### src/rtl/countdown_timer_ctrl.sv
// Two-digit BCD countdown sequencer for the right-hand display digits.
// Produces {enable, tens, ones} for the display driver and a one-cycle expiry pulse.
module countdown_timer_ctrl #(
  parameter int TICK_DIV = 10000,
  parameter int HOLD_SEC = 2
) (
  input  logic       clk_out,
  input  logic       reset,
  input  logic       start,
  input  logic [7:0] load_bcd,
  input  logic       cancel,
  input  logic       pause,
  output logic [8:0] seconds,
  output logic       timeout,
  output logic       busy,
  output logic       load_err
);

  // state   | meaning
  // IDLE    | display blanked, waiting for start
  // RUN     | counting down, tick counter advancing
  // PAUSE   | count and tick counter frozen while pause is high
  // EXPIRED | "00" held for HOLD_SEC seconds before blanking
  typedef enum logic [1:0] {IDLE, RUN, PAUSE, EXPIRED} state_t;

  localparam int TW = (TICK_DIV > 2) ? $clog2(TICK_DIV) : 1;
  localparam int HW = (HOLD_SEC > 2) ? $clog2(HOLD_SEC) : 1;
  localparam logic [TW-1:0] TICK_LAST = TW'(TICK_DIV - 1);
  localparam logic [HW-1:0] HOLD_LAST = HW'(HOLD_SEC - 1);

  state_t        state, state_nxt;
  logic [TW-1:0] tick, tick_nxt;
  logic [HW-1:0] hold, hold_nxt;
  logic [8:0]    seconds_nxt;
  logic          timeout_nxt, busy_nxt, load_err_nxt;
  logic          sec_tick, load_ok;
  logic [7:0]    dec_bcd;

  assign sec_tick = ((state == RUN) || (state == EXPIRED)) && (tick == TICK_LAST);
  assign load_ok  = (load_bcd[7:4] <= 4'd9) && (load_bcd[3:0] <= 4'd9) && (load_bcd != 8'h00);
  // BCD borrow from tens when ones is already zero
  assign dec_bcd  = (seconds[3:0] == 4'd0) ? {seconds[7:4] - 4'd1, 4'd9}
                                           : {seconds[7:4], seconds[3:0] - 4'd1};

  always_comb begin
    state_nxt    = state;
    tick_nxt     = tick;
    hold_nxt     = hold;
    seconds_nxt  = seconds;
    timeout_nxt  = 1'b0;
    load_err_nxt = 1'b0;
    if (cancel) begin
      if (state != IDLE) begin
        state_nxt   = IDLE;
        seconds_nxt = 9'h000;
        tick_nxt    = '0;
        hold_nxt    = '0;
      end
    end else if (start) begin
      if (load_ok) begin
        state_nxt   = RUN;
        seconds_nxt = {1'b1, load_bcd};
        tick_nxt    = '0;
        hold_nxt    = '0;
      end else begin
        load_err_nxt = 1'b1;
      end
    end else begin
      case (state)
        RUN: begin
          if (sec_tick) begin
            // a pause arriving with the tick still takes the decrement
            tick_nxt    = '0;
            seconds_nxt = {1'b1, dec_bcd};
            if (seconds[7:0] == 8'h01) begin
              state_nxt   = EXPIRED;
              timeout_nxt = 1'b1;
              hold_nxt    = '0;
            end else if (pause) begin
              state_nxt = PAUSE;
            end
          end else if (pause) begin
            state_nxt = PAUSE;
          end else begin
            tick_nxt = tick + 1'b1;
          end
        end
        PAUSE: begin
          if (!pause) state_nxt = RUN;
        end
        EXPIRED: begin
          if (HOLD_SEC == 0) begin
            state_nxt   = IDLE;
            seconds_nxt = 9'h000;
          end else if (sec_tick) begin
            tick_nxt = '0;
            if (hold == HOLD_LAST) begin
              state_nxt   = IDLE;
              seconds_nxt = 9'h000;
              hold_nxt    = '0;
            end else begin
              hold_nxt = hold + 1'b1;
            end
          end else begin
            tick_nxt = tick + 1'b1;
          end
        end
        default: ;
      endcase
    end
    busy_nxt = (state_nxt == RUN) || (state_nxt == PAUSE);
  end

  always_ff @(posedge clk_out or negedge reset) begin
    if (!reset) begin
      state    <= IDLE;
      tick     <= '0;
      hold     <= '0;
      seconds  <= 9'h000;
      timeout  <= 1'b0;
      busy     <= 1'b0;
      load_err <= 1'b0;
    end else begin
      state    <= state_nxt;
      tick     <= tick_nxt;
      hold     <= hold_nxt;
      seconds  <= seconds_nxt;
      timeout  <= timeout_nxt;
      busy     <= busy_nxt;
      load_err <= load_err_nxt;
    end
  end

endmodule

### config.mk
export PLATFORM = sky130hd
export DESIGN_NAME = countdown_timer_ctrl
export DESIGN_NICKNAME = d
export VERILOG_FILES = /design/src/rtl/countdown_timer_ctrl.sv
export SDC_FILE = /design/constraint.sdc
export NUM_CORES = 1
export LEC_CHECK = 0
export ABC_AREA = 0
export CAP_MARGIN = 40
export CORE_AREA = 4 4 85 87
export DETAILED_ROUTE_END_ITERATION = 16
export DIE_AREA = 0 0 89 91
export SLEW_MARGIN = 20
export SYNTH_ARGS = -nofsm -noshare
export SYNTH_HDL_FRONTEND = slang
export SYNTH_SLANG_ARGS = --single-unit
export TNS_END_PERCENT = 1
### constraint.sdc
create_clock -name clk_out -period 4.7 [get_ports clk_out]
set_input_delay 1.175 -clock clk_out [delete_from_list [all_inputs] [get_ports clk_out]]
set_output_delay 1.175 -clock clk_out [all_outputs]
set_load 0.02 [all_outputs]
# After elaboration in Yosys (flattened, before gate mapping)
# Index checks and enable logic that the tools add are counted.
dict set report totals {
  regBits 29
  latch_bits 0
  ramBits 0
  mem_bits_ro 0
  input_bits 13
  out_inout_bits 12
  wordCells 87
  memories 0
}
dict set report op_classes {
  n_addsub 4
  mul 0
  div_mod_pow 0
  n_lt_le_gt_ge 2
  n_eq_ne 15
  n_shift 0
  mux 45
  n_bitwise 0
  n_reduce_logical 13
}
# cell count
set ops {}
lappend ops {{$mux W14} 7}
lappend ops {{$mux W9} 7}
lappend ops {{$pmux W14 S2} 1}
lappend ops {{$mux W2} 10}
lappend ops {{$pmux W9 S2} 1}
lappend ops {{$mux W1} 16}
lappend ops {{$add A14 B1 Y14 const B} 1}
lappend ops {{$eq A14 B14 Y1 const B} 1}
lappend ops {{$ne A4 B4 Y1 const B} 3}
lappend ops {{$reduce_and A6 Y1} 2}
lappend ops {{$eq A8 B1 Y1 const B} 1}
lappend ops {{$le A4 B4 Y1 const B} 2}
lappend ops {{$mux W8} 1}
lappend ops {{$ne A4 B3 Y1 const B} 2}
lappend ops {{$reduce_bool A8 Y1} 1}
lappend ops {{$sub A4 B1 Y4 const B} 2}
lappend ops {{$reduce_and A7 Y1} 1}
lappend ops {{$eq A2 B2 Y1 const B} 3}
lappend ops {{$pmux W2 S3} 1}
lappend ops {{$ne A5 B5 Y1 const B} 1}
lappend ops {{$eq A2 B1 Y1 const B} 2}
lappend ops {{$logic_not A4 Y1} 1}
lappend ops {{$reduce_and A4 Y1} 1}
lappend ops {{$reduce_bool A4 Y1} 1}
lappend ops {{other kinds (7)} 10}

# Depth between registers and ports, before layout
# Gate-level depths: netlist (run 1).
dict set report depth {
  ltp_word 9
  ltp_mapped 10
  depth_no_buf 8
}

# Worst setup path after synthesis (run 1)
# OpenSTA, ideal clock, no wires.
dict set report synth_path {
  kind {input to register}
  start {in cancel}
  end {reg tick[7]}
  setup_ps 78
  arrival_time_ps 2835
  required_time_ps 4622
  setup_slack_ps 1787
  stages 9
  path_buffers 3
  path_cell_list {buf_2 -> nor2_1 -> and2_1 -> and3_4 -> buf_6 -> or3_1 -> buf_2 -> or4_1 -> a21oi_1}
}
dict set report synth_via {
  elab_chain_cells 2
  word_cells_on_any_way 6
  cone_classes {eq/ne: 3; mux: 1; reduce/logical: 2}
}
# item line_no
set synth_lines {}
lappend synth_lines {{start, declared} 11} ;# input logic cancel,
lappend synth_lines {{$ne A5 B5 Y1 (no line) (tied with other cells)} n/a}
lappend synth_lines {{$reduce_and A4 Y1 (no line)} n/a}
lappend synth_lines {{end signal, assigned} 125} ;# tick <= tick_nxt;
lappend synth_lines {{end, declared} 32} ;# logic [TW-1:0] tick, tick_nxt;
# Parallel ways exist; a longest one is shown, timed or not.
# A chain may end at the register's enable or synchronous reset.

# Worst setup path in the final report (run 1)
# Same ends and word-level chain as after synthesis.

==> out/qor.log, run 1 <==
INFO  pwr            power.leakage=0.936nW
INFO  synthesis      synth.cell_area=1880µm²
INFO  floorplan      fp.dieW=89µm
INFO  layout         design_area=2260µm²
INFO  setup_path     cp-endpoint=tick[7]
INFO  pwr            power-per-cell-area=319nW/µm²
INFO  drt            first_iter_violations=57
INFO  drt            routed-via-count=1672
INFO  sta            min_period_over_period=74.7%
INFO  setup_path     worst_path_dominant_cell_family=simple AND/OR/NAND/NOR gates
INFO  sta            layout_min_cycle_time=3.51ns
INFO  setup_path     critPathSlowestCell=sky130_fd_sc_hd__clkdlybuf4s50_1
INFO  setup_path     r2r-end=hold
INFO  global_route   wire_length_of_the_first_global_routing_pass=7680µm
INFO  place          port_buffers=24
INFO  setup_path     timing.critical_path.buf_inv=1
INFO  clock_network  cts-buffers-inserted=5
INFO  floorplan      io_pins=25
INFO  sta            final_max_slew_viol_count=0
INFO  setup_path     reg2reg_setup_slack=2.12ns
INFO  sta            fin_hold_viols=0
INFO  floorplan      design.die.area=8100µm²
INFO  layout         layout-area-overhead-vs-synth=20.2%
INFO  floorplan      rows=29
INFO  synthesis      synth_async_sr_flop_share=100%
INFO  synthesis      post_synth_num_cell_types=47
INFO  clock_network  ctsResizeCount=0
INFO  place          dpl-instance-area=2170µm²
INFO  job            cap_violations=0
INFO  sta            holdWs=0.516ns
INFO  setup_path     regToRegStartpoint=tick[7]
INFO  clock_network  tritoncts_num_sinks=29
INFO  layout         antenna_cells_inserted=0
INFO  synthesis      synthCells=216
INFO  global_route   number_of_global_route_vias_before_repair=1613
INFO  layout         final_layout_size_suffix_gt1_share=9.24%
INFO  layout         area_of_the_multi_input_gates=1060µm²
INFO  synthesis      postSynthAreaPerCell=8.70µm²
INFO  setup_path     critical_path.startpoint_type=input pin
INFO  pwr            worst_ir_drop_vdd=151µV
INFO  place          detailed_place_hpwl=3460µm
INFO  sta            maxClockFrequency=285MHz
INFO  layout         fin_util=35.6%
INFO  sta            rsz0062_at_grt=false
INFO  drt            remaining_routing_drc_violations=0
INFO  synthesis      yosys_warnings=0
INFO  drt            drt-total-wl=4610µm
INFO  synthesis      synthesis.nets=235
INFO  sta            worstMarginPinSlew=0.693ns
INFO  setup_path     cp-end-kind=flip-flop
INFO  layout         fill_cells=652
INFO  layout         layout.cells.non_filler=315
INFO  sta            timing.slew.headroom=53.3%
INFO  sta            setup_viol=0
INFO  setup_path     timing.critical_path.fanout_max=18
INFO  sta            setup_tns=0ns
INFO  setup_path     worstSetupPathType=input pin to flip-flop
INFO  layout         sequential_cell_area=726µm²
INFO  setup_path     worstPathArrival=3.72ns
INFO  layout         fin_nets=257
INFO  setup_path     critical_path.max_stage_delay=0.88ns
INFO  floorplan      floorplan.die.height=91µm
INFO  outcome        status=finished, final reports clean
INFO  floorplan      starting_density=29.6%
INFO  clock_network  clk-insertion-delay-late=0.28ns
INFO  sta            clock-skew-final=0.00369ns
INFO  setup_path     crit_chain=clkdlybuf4s50_1 -> nor2_1 -> and2_1 -> and3_4 -> or3_1 -> or4_1 -> a21oi_1
INFO  floorplan      core-area=6350µm²
INFO  global_route   grtUsageTotal=12.0%
INFO  setup_path     critPathRequiredTime=4.91ns
INFO  clock_network  tritoncts_clock_tree=built
INFO  global_route   overflow=0
INFO  global_route   grt_max_degree=30
INFO  synthesis      synth_enable_flop_cells=0
INFO  clock_network  ctsRootBufferMaster=sky130_fd_sc_hd__clkbuf_8
INFO  drt            routedWlPerCell=14.6µm
INFO  global_route   number_of_antenna_violations_at_the_first_check_in_global_routing=0
INFO  clock_network  post-cts-setup-buffer-count=0
INFO  place          place.gp.congestion=0.809
INFO  worst_hold_path worstHoldPathType=flip-flop to flip-flop
INFO  setup_path     worst_setup_path_startpoint=cancel
INFO  clock_network  clock_path_buffers=2
INFO  drt            drt.antenna.violating_nets=0
INFO  setup_path     crit_cells=7
INFO  setup_path     ff2ff_path_depth=6
INFO  clock_network  postCtsHoldBufs=0
INFO  drt            vias_per_cell=5.31
INFO  synthesis      synthFlopType=sky130_fd_sc_hd__dfrtp_1
INFO  clock_network  cts_max_level=2
INFO  place          place.detailed.instances=308
INFO  drt            firstDrtPassIters=4
INFO  clock_network  clk_transition_reported_paths=0.06ns
INFO  synthesis      ys_seq_elements=29
INFO  synthesis      seq_area_frac_synth=38.6%
## worst min-delay path by stage
stage / startpoint / to / slack [ns] / depth (start not counted)
global route: seconds[8] / seconds[8] / 0.56 / 1
CTS: seconds[8] / seconds[8] / 0.53 / 1
floorplan: tick[13] / tick[13] / 0.50 / 2
detailed placement: seconds[8] / seconds[8] / 0.51 / 1
finish: seconds[8] / seconds[8] / 0.52 / 1
global placement: seconds[8] / seconds[8] / 0.50 / 1
## cells in the mapped netlist (all sizes together) (3+ instances only)
master | count | share of area (%)
mux2 | 5 | 3.0
buf | 5 | 1.9
or3 | 4 | 1.3
xnor2 | 5 | 2.3
a21oi | 16 | 4.3
clkbuf | 6 | 1.2
nor3 | 7 | 2.1
o21ai | 12 | 3.4
nor3b | 4 | 1.6
nand2 | 16 | 3.2
nand3 | 12 | 3.2
o31ai | 8 | 3.2
nor4 | 3 | 1.0
or4 | 4 | 1.6
a31oi | 3 | 1.0
dfrtp | 29 | 39
and4 | 3 | 1.4
nor2 | 23 | 4.6
nand4 | 4 | 1.7
ha | 6 | 4.0
a22oi | 3 | 1.2
and3 | 4 | 1.6
inv | 10 | 2.0
nor4b | 3 | 1.7
## power breakdown
| group | switching, W | leakage, nW | internal, W | total, W |
|---|---|---|---|---|
| Clock | 0.0000892 | 0.0443 | 0.000116 | 0.000205 |
| Combinational | 0.000117 | 0.497 | 0.0000983 | 0.000215 |
| Sequential | 0.0000287 | 0.394 | 0.000271 | 0.000300 |
| Total | 0.000235 | 0.936 | 0.000485 | 0.000720 |
## placed cells by master, fill, tap and decap left out, types with 6 or more instances in the layout
| master | synthesis | final |
|---|---|---|
| sky130_fd_sc_hd__ha_1 | 6 | 6 |
| sky130_fd_sc_hd__clkbuf_8 | 0 | 6 |
| sky130_fd_sc_hd__clkdlybuf4s50_1 | 0 | 24 |
| sky130_fd_sc_hd__nand3_1 | 12 | 12 |
| sky130_fd_sc_hd__nor3_1 | 6 | 6 |
| sky130_fd_sc_hd__nand2_1 | 16 | 16 |
| sky130_fd_sc_hd__o31ai_1 | 8 | 8 |
| sky130_fd_sc_hd__a21oi_1 | 16 | 16 |
| sky130_fd_sc_hd__o21ai_0 | 11 | 11 |
| sky130_fd_sc_hd__dfrtp_1 | 29 | 29 |
| sky130_fd_sc_hd__nor2_1 | 23 | 23 |
| sky130_fd_sc_hd__inv_1 | 9 | 9 |
## cells by family (layout without fill, tap and decap cells)
kind of cell	Yosys count	count (layout)	share of synthesized area, %
simple gates	93	93	27.0
fa+ha+maj	6	6	3.99
compound gates	55	55	19.0
mux	5	5	3.00
flops	29	29	38.6
xor+xnor	7	7	3.26
buf+inv	21	43	5.13
## sequential cells by signal, indices dropped and copies added (netlist names)
signal and count:
load_err 1, timeout 1, state 2, seconds 9, busy 1, tick 14, hold 1
## area by class of cell
type,count,share of cell area (%)
Timing Repair Buffer,26,11.3
Clock buffer,7,3.82
Inverter,10,1.66
Sequential cell,29,32.1
Multi-Input combinational cell,166,46.8
Tap cell,77,4.27
## metrics by stage
| stage | setup WS, ns | power, W |
|---|---|---|
| floorplan | 1.79 | 0.000433 |
| global placement | 0.988 | 0.000519 |
| detailed placement | 0.935 | 0.000521 |
| CTS | 1.23 | 0.000729 |
| global route | 1.06 | 0.000766 |
| finish | 1.19 | 0.000720 |
## per-layer routing
| layer | global-route usage [%] | part of all wire, % | up-vias |
|---|---|---|---|
| met5 | 0 | 0 | - |
| met4 | 4.22 | 1.8 | 0 |
| met2 | 18.4 | 46 | 42 |
| li1 | - | - | 832 |
| met1 | 16.3 | 47 | 789 |
| met3 | 2.90 | 4.7 | 9 |
## worst register-to-register path: cells and delay by family, from the launching register on
kind            cells  cell delay [ns]
simple gates        3             1.08
compound gates      2             0.69
flops               1             0.43
buf+inv             1             0.25
(Power assumes the default switching activity.)
==> inputs of run 2 (changes only) <==
clock period = 3.65 ns   (was 4.7 ns; I/O delays follow)
==> out/qor.log, run 2 (synthesis results as in run 1) <==
INFO  outcome        status=finished, final reports clean
INFO  floorplan      starting_density=29.6% [unchanged]
INFO  drt            drt-total-wl=4630µm [+0.43%]
INFO  layout         top_regs=tick: 14 flops, seconds: 9 flops, state: 2 flops
INFO  pwr            power-per-cell-area=398nW/µm² [+25%]
INFO  place          place.gp.congestion=0.839 [+3.8%]
INFO  layout         final_layout_size_suffix_gt1_share=10.8% [+1.5 points]
INFO  job            cap_violations=0 [unchanged]
INFO  drt            routedWlPerCell=14.5µm [-0.51%]
INFO  sta            min_period_over_period=81.6%
INFO  sta            maxClockFrequency=336MHz
INFO  clock_network  cts_max_level=2 [unchanged]
INFO  sta            layout_min_cycle_time=2.98ns
INFO  floorplan      rows=29 [unchanged]
INFO  global_route   grt_max_degree=30 [unchanged]
INFO  setup_path     worstSetupPathType=input pin to flip-flop
INFO  clock_network  postCtsHoldBufs=0 [unchanged]
INFO  floorplan      fp.dieW=89µm [unchanged]
INFO  sta            fin_hold_viols=0 [unchanged]
INFO  global_route   grtUsageTotal=12.4% [+0.47 points]
INFO  setup_path     critical_path.startpoint_type=input pin
INFO  clock_network  tritoncts_clock_tree=built
INFO  clock_network  clk_transition_reported_paths=0.06ns [about the same]
INFO  sta            final_max_slew_viol_count=0 [unchanged]
INFO  floorplan      design.die.area=8100µm² [unchanged]
INFO  setup_path     critPathRequiredTime=3.85ns [-1.06 ns]
INFO  global_route   number_of_global_route_vias_before_repair=1663 [+3.1%]
INFO  drt            first_iter_violations=82 [+44%]
INFO  sta            clock-skew-final=0.00505ns [+0.00136 ns]
INFO  layout         mostFrequentLayoutCells=29 x sky130_fd_sc_hd__dfrtp_1, 24 x sky130_fd_sc_hd__clkdlybuf4s50_1, 23 x sky130_fd_sc_hd__nor2_1
INFO  clock_network  clk-insertion-delay-late=0.27ns [about the same]
INFO  floorplan      floorplan.die.height=91µm [unchanged]
INFO  clock_network  post-cts-setup-buffer-count=0 [unchanged]
INFO  worst_hold_path worstHoldStart=seconds[8]
INFO  global_route   wire_length_of_the_first_global_routing_pass=7940µm [+3.4%]
INFO  clock_network  ctsRootBufferMaster=sky130_fd_sc_hd__clkbuf_8
INFO  pwr            power.share.sequential=42.4% [+0.8 points]
INFO  drt            firstDrtPassIters=4 [unchanged]
INFO  sta            rsz0062_at_grt=false
INFO  global_route   overflow=0 [unchanged]
INFO  sta            setup_tns=0ns [unchanged]
INFO  layout         largest-register=tick
INFO  setup_path     timing.critical_path.fanout_max=11 [-7]
INFO  drt            drt.antenna.violating_nets=0 [unchanged]
INFO  layout         antenna_cells_inserted=0 [unchanged]
INFO  clock_network  tritoncts_num_sinks=29 [unchanged]
INFO  floorplan      core-area=6350µm² [unchanged]
INFO  sta            timing.slew.headroom=53.0% [-0.33 points]
INFO  drt            vias_per_cell=5.37 [+1.2%]
INFO  drt            remaining_routing_drc_violations=0 [unchanged]
INFO  floorplan      io_pins=25 [unchanged]
INFO  global_route   number_of_antenna_violations_at_the_first_check_in_global_routing=0 [unchanged]
INFO  sta            worstMarginPinSlew=0.698ns [+0.00489 ns]
INFO  worst_hold_path worstHoldPathType=flip-flop to flip-flop
INFO  sta            setup_viol=0 [unchanged]
INFO  place          port_buffers=24 [unchanged]
INFO  pwr            power.clock.fraction=26.5% [-2.0 points]
INFO  layout         flip_flop_count_of_the_largest_register_all_copies_and_words_added=14 [unchanged]
INFO  setup_path     cp-end-kind=flip-flop
INFO  sta            layout_setup_ws=0.671ns [-0.519 ns]
INFO  pwr            switching_share=33.3% [+0.62 points]
INFO  place          detailed_place_hpwl=3460µm [about the same]
INFO  pwr            worst_ir_drop_vdd=206µV [+36%]
INFO  pwr            sw_power=0.000301W [+28%]
INFO  layout         layout-area-overhead-vs-synth=21.1%
INFO  setup_path     worstPathArrival=3.18ns [-0.54 ns]
INFO  layout         layout_commonest_cell=sky130_fd_sc_hd__dfrtp_1
INFO  layout         fin_nets=261 [+1.6%]
INFO  pwr            power.combinational.fraction=31.1% [+1.2 points]
INFO  pwr            power.internal=0.000604W [+24%]
INFO  setup_path     worst_setup_path_startpoint=cancel
INFO  place          dpl_worst_slack=0.412ns [-0.523 ns]
INFO  setup_path     regToRegStartpoint=tick[0]
INFO  clock_network  clock_path_buffers=2 [unchanged]
INFO  pwr            power.leakage=0.950nW [+1.6%]
INFO  drt            routed-via-count=1708 [+2.2%]
INFO  clock_network  ctsResizeCount=0 [unchanged]
INFO  clock_network  cts-buffers-inserted=5 [unchanged]
==> run 2: per-stage QoR <==
stage | instances | total power (W) | area [µm²] | util (%) | hold slack, ns
after floorplan | 216 | 0.000557 | 1880 | - | 0.502
after global placement | 312 | 0.000671 | 2200 | 34.7 | 0.497
after detailed placement | 312 | 0.000673 | 2200 | 34.7 | 0.499
after CTS | 318 | 0.000919 | 2280 | 35.8 | 0.513
after global routing | 318 | 0.000971 | 2280 | 35.8 | 0.553
final | 318 | 0.000905 | 2280 | 35.8 | 0.508
==> run 2: routing by layer <==
metal / track usage [%] / routed length (µm) / part of all wire, % / vias to the layer above
li1: - / - / - / 846
met1: 17.4 / 2140 / 46 / 812
met2: 18.6 / 2190 / 47 / 48
met3: 3.08 / 258 / 5.6 / 2
met4: 4.34 / 36 / 0.78 / 0
met5: 0 / 0 / 0 / -
==> run 2: worst max-delay path, cell delays in order <==
cell                              delay [ns]
sky130_fd_sc_hd__clkdlybuf4s50_1        0.66
sky130_fd_sc_hd__nor2_1                 0.15
sky130_fd_sc_hd__and2_1                 0.22
sky130_fd_sc_hd__and3_4                 0.20
sky130_fd_sc_hd__or3_1                  0.44
sky130_fd_sc_hd__or4_1                  0.44
sky130_fd_sc_hd__a21oi_1                0.15
==> run 2: path summary, 6_finish.rpt <==
check | endpoint | slack [ns] | cells past startpoint
worst max-delay path | tick[7] | 0.67 | 7
worst min-delay path | seconds[8] | 0.51 | 1
worst max register to register | tick[7] | 1.14 | 7
worst min register to register | seconds[8] | 0.51 | 1
max in group asynchronous | seconds[6] | 2.35 | 2
min in group asynchronous | tick[0] | 1.03 | 2
==> run 2: area by class of cell <==
type | count | area, µm²
Sequential cell | 29 | 726
Clock inverter | 1 | 5.00
Clock buffer | 5 | 68.8
Inverter | 10 | 37.5
Timing Repair Buffer | 30 | 285
Multi-Input combinational cell | 166 | 1060
Fill cell | 647 | 4070
Tap cell | 77 | 96.3
==> run 2: power by group through the flow <==
stage	combinational (W)	sequential, W	clock, W
after floorplan	0.000147	0.000410	0
final	0.000282	0.000384	0.000240
after global routing	0.000314	0.000389	0.000267
after detailed placement	0.000284	0.000389	0
after CTS	0.000285	0.000384	0.000250
after global placement	0.000281	0.000390	0
